`src/rtl/core_if_pkg.sv`:
```
// Shared pipeline structures used by the instruction-fetch stage (package `structures`).
package structures;

    typedef struct packed {
        logic [31:0] inst;
        logic [63:0] pc;
        logic [63:0] pc4;
    } IF_regs_t;

    typedef enum logic [1:0] {
        BOOT,
        FETCH,
        DRAIN
    } fetch_state_t;

    typedef struct packed {
        logic [63:0] pc;
        logic [31:0] inst;
    } fetch_entry_t;

    localparam int unsigned FETCH_ENTRY_W = $bits(fetch_entry_t);

endpackage

```
`src/rtl/core_if_fetch_fifo.sv`:
```
// Fetch buffer: power-of-two FIFO with push/pop/clear and an occupancy count.
module fetch_fifo #(
    parameter int unsigned DEPTH = 2,
    parameter int unsigned W     = 96
) (
    input  logic                           clock_i,
    input  logic                           reset_ni,
    input  logic                           push_i,
    input  logic                           pop_i,
    input  logic                           clear_i,
    input  logic [W-1:0]                   wdata_i,
    output logic [W-1:0]                   rdata_o,
    output logic [$clog2(DEPTH):0]         count_o,
    output logic                           empty_o
);
    localparam int unsigned AW = $clog2(DEPTH);
    localparam int unsigned CW = AW + 1;

    logic [W-1:0]  mem_q [DEPTH];
    logic [AW-1:0] wr_ptr_q, rd_ptr_q;
    logic [CW-1:0] count_q, count_d;

    always_comb begin
        count_d = count_q + CW'(push_i) - CW'(pop_i);
    end

    // Depth is a power of two, so the pointers wrap on their own.
    always_ff @(posedge clock_i or negedge reset_ni) begin
        if (!reset_ni) begin
            wr_ptr_q <= '0;
            rd_ptr_q <= '0;
            count_q  <= '0;
        end else if (clear_i) begin
            wr_ptr_q <= '0;
            rd_ptr_q <= '0;
            count_q  <= '0;
        end else begin
            if (push_i) wr_ptr_q <= wr_ptr_q + AW'(1);
            if (pop_i)  rd_ptr_q <= rd_ptr_q + AW'(1);
            count_q <= count_d;
        end
    end

    always_ff @(posedge clock_i) begin
        if (push_i && !clear_i) mem_q[wr_ptr_q] <= wdata_i;
    end

    assign rdata_o = mem_q[rd_ptr_q];
    assign count_o = count_q;
    assign empty_o = (count_q == '0);

endmodule

```
`src/rtl/core_if.sv`:
```
// Instruction-fetch stage: owns the PC, issues credit-limited imem requests, buffers words, feeds IF_regs.
// Optional macro IF_PERF_COUNTERS_EN adds saturating fetch_count / squash_count outputs.
module core_if
    import structures::*;
#(
    parameter logic [63:0] RESET_PC   = 64'h0,
    parameter int unsigned FIFO_DEPTH = 2
) (
    input  logic         clock,
    input  logic         reset,
    input  logic         stall,
    input  logic         redirect,
    input  logic [63:0]  redirect_pc,
    // imem: a request transfers when imem_req && imem_ready in the same cycle; imem_req never
    // depends on imem_ready. Responses return in order, one per imem_rvalid cycle, no back-pressure.
    output logic         imem_req,
    output logic [63:0]  imem_addr,
    input  logic         imem_ready,
    input  logic         imem_rvalid,
    input  logic [31:0]  imem_rdata,
    output IF_regs_t     IF_regs,
`ifdef IF_PERF_COUNTERS_EN
    output logic [31:0]  fetch_count,
    output logic [31:0]  squash_count,
`endif
    output fetch_state_t state_dbg
);
    localparam int unsigned CW = $clog2(FIFO_DEPTH) + 1;

    fetch_state_t  state_q;
    logic [63:0]   fetch_pc_q, fetch_pc_d, resp_pc_q, resp_pc_d;
    logic [CW-1:0] outstanding_q, out_after, drop_q, drop_d, fifo_count;
    logic [CW:0]   credit_used;
    IF_regs_t      if_regs_q;
    logic          accept, resp, fifo_push, fifo_pop, fifo_empty;
    fetch_entry_t  fifo_head, fifo_wdata;

    // A pop this cycle frees a slot, which is what lets a 1-cycle memory sustain one word per cycle.
    always_comb begin
        fifo_pop    = !redirect && !stall && !fifo_empty;
        credit_used = (CW+1)'(outstanding_q) + (CW+1)'(fifo_count) - (CW+1)'(fifo_pop);
        imem_req    = (state_q == FETCH) && !redirect && (credit_used < (CW+1)'(FIFO_DEPTH));
        accept      = imem_req && imem_ready;
        resp        = imem_rvalid && (outstanding_q != '0);
        out_after   = outstanding_q + CW'(accept) - CW'(resp);
        fetch_pc_d  = accept ? fetch_pc_q + 64'd4 : fetch_pc_q;
        resp_pc_d   = resp_pc_q;
        drop_d      = drop_q;
        fifo_push   = 1'b0;
        fifo_wdata  = '{pc: resp_pc_q, inst: imem_rdata};
        if (redirect) begin
            fetch_pc_d = redirect_pc;
            resp_pc_d  = redirect_pc;
            drop_d     = out_after;
        end else if (resp) begin
            if (drop_q != '0) begin
                drop_d = drop_q - CW'(1);
            end else begin
                fifo_push = 1'b1;
                resp_pc_d = resp_pc_q + 64'd4;
            end
        end
    end

    always_ff @(posedge clock or negedge reset) begin
        if (!reset) begin
            state_q       <= BOOT;
            fetch_pc_q    <= RESET_PC;
            resp_pc_q     <= RESET_PC;
            outstanding_q <= '0;
            drop_q        <= '0;
            if_regs_q     <= '0;
        end else begin
            fetch_pc_q    <= fetch_pc_d;
            resp_pc_q     <= resp_pc_d;
            outstanding_q <= out_after;
            drop_q        <= drop_d;
            case (state_q)
                BOOT:    state_q <= FETCH;
                FETCH:   if (redirect && out_after != '0) state_q <= DRAIN;
                DRAIN:   if (drop_d == '0) state_q <= FETCH;
                default: state_q <= BOOT;
            endcase
            if (redirect) begin
                if_regs_q <= '0;
            end else if (!stall) begin
                if_regs_q <= fifo_pop ? '{inst: fifo_head.inst, pc: fifo_head.pc,
                                          pc4: fifo_head.pc + 64'd4} : '0;
            end
        end
    end

    fetch_fifo #(
        .DEPTH (FIFO_DEPTH),
        .W     (FETCH_ENTRY_W)
    ) u_fetch_fifo (
        .clock_i  (clock),
        .reset_ni (reset),
        .push_i   (fifo_push),
        .pop_i    (fifo_pop),
        .clear_i  (redirect),
        .wdata_i  (fifo_wdata),
        .rdata_o  (fifo_head),
        .count_o  (fifo_count),
        .empty_o  (fifo_empty)
    );

    assign imem_addr = fetch_pc_q;
    assign IF_regs   = if_regs_q;
    assign state_dbg = state_q;

`ifdef IF_PERF_COUNTERS_EN
    logic [31:0] fetch_cnt_q, squash_cnt_q;
    logic [32:0] squash_sum;
    logic        dropped;

    always_comb begin
        dropped    = resp && (redirect || drop_q != '0);
        squash_sum = {1'b0, squash_cnt_q} + 33'(dropped) + (redirect ? 33'(fifo_count) : 33'd0);
    end

    always_ff @(posedge clock or negedge reset) begin
        if (!reset) begin
            fetch_cnt_q  <= '0;
            squash_cnt_q <= '0;
        end else begin
            if (fifo_pop && fetch_cnt_q != '1) fetch_cnt_q <= fetch_cnt_q + 32'd1;
            squash_cnt_q <= squash_sum[32] ? '1 : squash_sum[31:0];
        end
    end

    assign fetch_count  = fetch_cnt_q;
    assign squash_count = squash_cnt_q;
`endif

    // The credit rule makes a response with nothing outstanding a memory protocol error.
    resp_without_request_a: assert property (@(posedge clock) disable iff (!reset)
        !(imem_rvalid && outstanding_q == '0));

endmodule

```
`config.mk`:
```
export PLATFORM = sky130hd
export DESIGN_NAME = core_if
export DESIGN_NICKNAME = d
export VERILOG_FILES = /design/src/rtl/core_if_pkg.sv /design/src/rtl/core_if_fetch_fifo.sv /design/src/rtl/core_if.sv
export SDC_FILE = /design/constraint.sdc
export NUM_CORES = 1
export LEC_CHECK = 0
export BUFFER_PORTS_ARGS = -buffer_cell sky130_fd_sc_hd__buf_2
export CAP_MARGIN = 0
export CORE_ASPECT_RATIO = 0.8
export CORE_MARGIN = 1
export CORE_UTILIZATION = 30
export CTS_BUF_LIST = sky130_fd_sc_hd__clkbuf_8
export DETAILED_ROUTE_END_ITERATION = 10
export PLACE_DENSITY_LB_ADDON = 0.15
export SKIP_CTS_REPAIR_TIMING = 1
export SLEW_MARGIN = 10
export SYNTH_ARGS = -nofsm -noshare
export SYNTH_HDL_FRONTEND = slang
export SYNTH_SLANG_ARGS = --single-unit
export TNS_END_PERCENT = 5
```
`constraint.sdc`:
```
create_clock -name clock -period 20.3 [get_ports clock]
set_input_delay 3.045 -clock clock [delete_from_list [all_inputs] [get_ports clock]]
set_output_delay 3.045 -clock clock [all_outputs]
set_load 0.02 [all_outputs]
```
==> flow_summary.toml <==
[yosys]
synthCells = 1987
synth_area_leaders = "dfrtp_1, edfxtp_1, nand2_1"
synth_top_area_frac = 0.333
avgSynthCellArea_um2 = 11.2
yosysMostFrequentCell = "dfrtp_1"
synth-edff-count = 192
ys_seq_area_frac = 0.591
synth_ff_type = "dfrtp_1"
ys_top_cells_by_count = "dfrtp_1, nand2_1, o21ai_0, edfxtp_1, nand3_1"
synth_top_area_cell = "dfrtp_1"
yosysWarnings = 0
async_flop_share = 0.607
syn_nets = 2098
syn_area_um2 = 22300
ys_types = 74
ys_seq_elements = 488

[run_status]
status = "finished clean"

[clock_tree]
htreeDepth = 3
cts_sinks = 488
cts_buffer_depth = 3
cts-root-buf = "clkbuf_8"
cts_buffers = 85
cts_tree = "done"
clkLatencyLatePin_ps = 690
clk_pin_slew_ps = 60

[detailed_routing]
drt-initial-drc-count = 1486
first_pass_iters = 8
drc_errors = 0
vias_per_cell = 5.08
routedWlPerCell_um = 21.7
routed_wl_mm = 73.2
routed-via-count = 17200
drtAntennaViolNets = 0

[cells_and_area]
final_cells = 3377
nNetsFinal = 2431
drive_gt1_frac = 0.213
area_delta_synth_final_pct = 19.3
utilization = 0.365

[die]
die_w_um = 307
fp-row-count = 88
coreArea_um2 = 72800
dieArea_um2 = 75400
start_util = 0.306
ioPinCount = 329
fp.dieH_um = 246

[timing]
fin_crit_sh = 0.516
tns_ps = 0
setup-violations-final = 0
hold_violations = 0
maxSlewHeadroom = 0.182
skew_ps = 30.5
slew_viol_final = 0
layout_min_cycle_time_ps = 10480
rsz0062_at_grt = "false"
fmax_ghz = 0.0955
worst_slew_pin_slew_ps = 1220

[global_route]
gr-total-overflow = 0
antenna_found_initial = 1
grt_pass1_wl_mm = 110
grtUsageTotal = 0.193
grt_pass1_vias = 17000
grt_max_degree = 135

[critical_path]
cp_max_fo = 67
critPathRequiredTime_ps = 17260
worst_setup_path_end_kind = "output port"
crit_path_start_kind = "input pin"
worstPathArrival_ps = 7430
worst-setup-path-type = "in -> out"

[power]
p_total_mw = 2.66
p_leak_nw = 10.9
powerDensity_nw_per_um2 = 100
ir_worst_vdd_mv = 0.0379

[placement]
gp_congestion = 0.853
port_buffers = 328
hpwl_mm = 52.4
dp_cells = 3223

[min_path]
hp-class = "reg -> reg"

[job]
maxCapViolCount = 0
==> stage by stage <==
| stage | hold WS [ps] | setup slack (ps) | cell area, um^2 |
|---|---|---|---|
| after floorplan | 442 | 9240 | 22300 |
| after global placement | 454 | 9790 | 24900 |
| after detailed placement | 457 | 9790 | 24900 |
| after CTS | 473 | 9780 | 26600 |
| after global routing | 491 | 9480 | 26600 |
| final | 467 | 9820 | 26600 |
==> logic make-up (layout without fill, tap and decap cells) <==
| kind of cell | after synthesis | after routing | share of synthesized area |
|---|---|---|---|
| adder cells (fa/ha/maj) | 9 | 9 | 0.00539 |
| XOR/XNOR | 123 | 123 | 0.0484 |
| multiplexers | 119 | 119 | 0.0545 |
| flip-flops | 488 | 488 | 0.591 |
| AND/OR/NAND/NOR | 741 | 741 | 0.170 |
| other | 0 | 1 | 0 |
| AO/OA/AOI/OAI | 380 | 380 | 0.105 |
| buffers and inverters | 127 | 526 | 0.0248 |
==> worst paths after layout <==
path                                              startpoint                             endpoint  slack, ps  cells past startpoint
setup / recovery                                    redirect                             imem_req       9820                     12
hold / removal                      resp_pc_q[0]$_DFFE_PN0P_  u_fetch_fifo.mem_q[0][32]$_DFFE_PP_        470                      0
setup reg to reg           u_fetch_fifo.count_o[1]$_DFF_PN0_             state_dbg[1]$_DFFE_PN0P_      14060                     20
hold reg to reg                     resp_pc_q[0]$_DFFE_PN0P_  u_fetch_fifo.mem_q[0][32]$_DFFE_PP_        470                      0
max in group asynchronous                              reset              IF_regs[59]$_DFFE_PN0P_      14870                      4
min in group asynchronous                              reset             state_dbg[1]$_DFFE_PN0P_       2480                      1
==> power by group <==
part	switching, mW	internal [mW]	total, mW
logic	0.340	0.172	0.512
clock network	0.429	0.475	0.904
registers	0.109	1.14	1.25
==> critical path, cell delays in order <==
cell and delay (ps):
buf_4 380, inv_2 40, buf_4 330, nand2b_4 670
clkinv_1 970, ha_1 620, inv_1 90, nand2_1 70
fa_1 490, nor4bb_1 280, and2_1 180, buf_2 170
==> layout make-up <==
type,count,area (um^2)
fillers,7323,46200
flip-flops and latches,488,13200
multi-input cells,1372,8580
repair buffers,346,1790
clock buffers,96,1320
well taps,990,1240
clock inverters,57,363
inverters,27,101
diodes,1,2.50
==> layout by cell type (no fill, tap or decap), drive strengths merged, types with 10 or more instances in the layout <==
master / count
nand3b: 16
and4: 12
nand4: 83
o21ai: 202
xnor2: 36
mux2: 19
o311ai: 19
and2: 15
buf: 346
a21o: 12
inv: 57
clkinv: 23
nor4: 27
dfrtp: 296
edfxtp: 192
nand3: 108
nand4b: 14
o211ai: 17
and3: 38
nand2: 283
xor2: 87
nand2b: 10
clkbuf: 96
or3: 14
mux2i: 100
nor2: 71
a31oi: 12
a21oi: 41
nor3: 23
==> per-layer routing <==
metal / share of wire / vias up / routed length, um / global-route usage
met3: 0.056 / 105 / 4090 / 0.0386
li1: - / 8026 / - / -
met2: 0.41 / 549 / 30200 / 0.272
met1: 0.51 / 8490 / 37400 / 0.295
met4: 0.021 / 0 / 1550 / 0.0499
met5: 0 / - / 0 / 0
==> flip-flops by register name (all words and copies together) (netlist names) <==
signal and count:
IF_regs 158, resp_pc_q 64, imem_addr 64, drop_q 2, outstanding_q 2, u_fetch_fifo.rd_ptr_q 1
u_fetch_fifo.mem_q 192, state_dbg 2, u_fetch_fifo.wr_ptr_q 1, u_fetch_fifo.count_o 2
No activity file was read; power rests on OpenSTA's default activity.
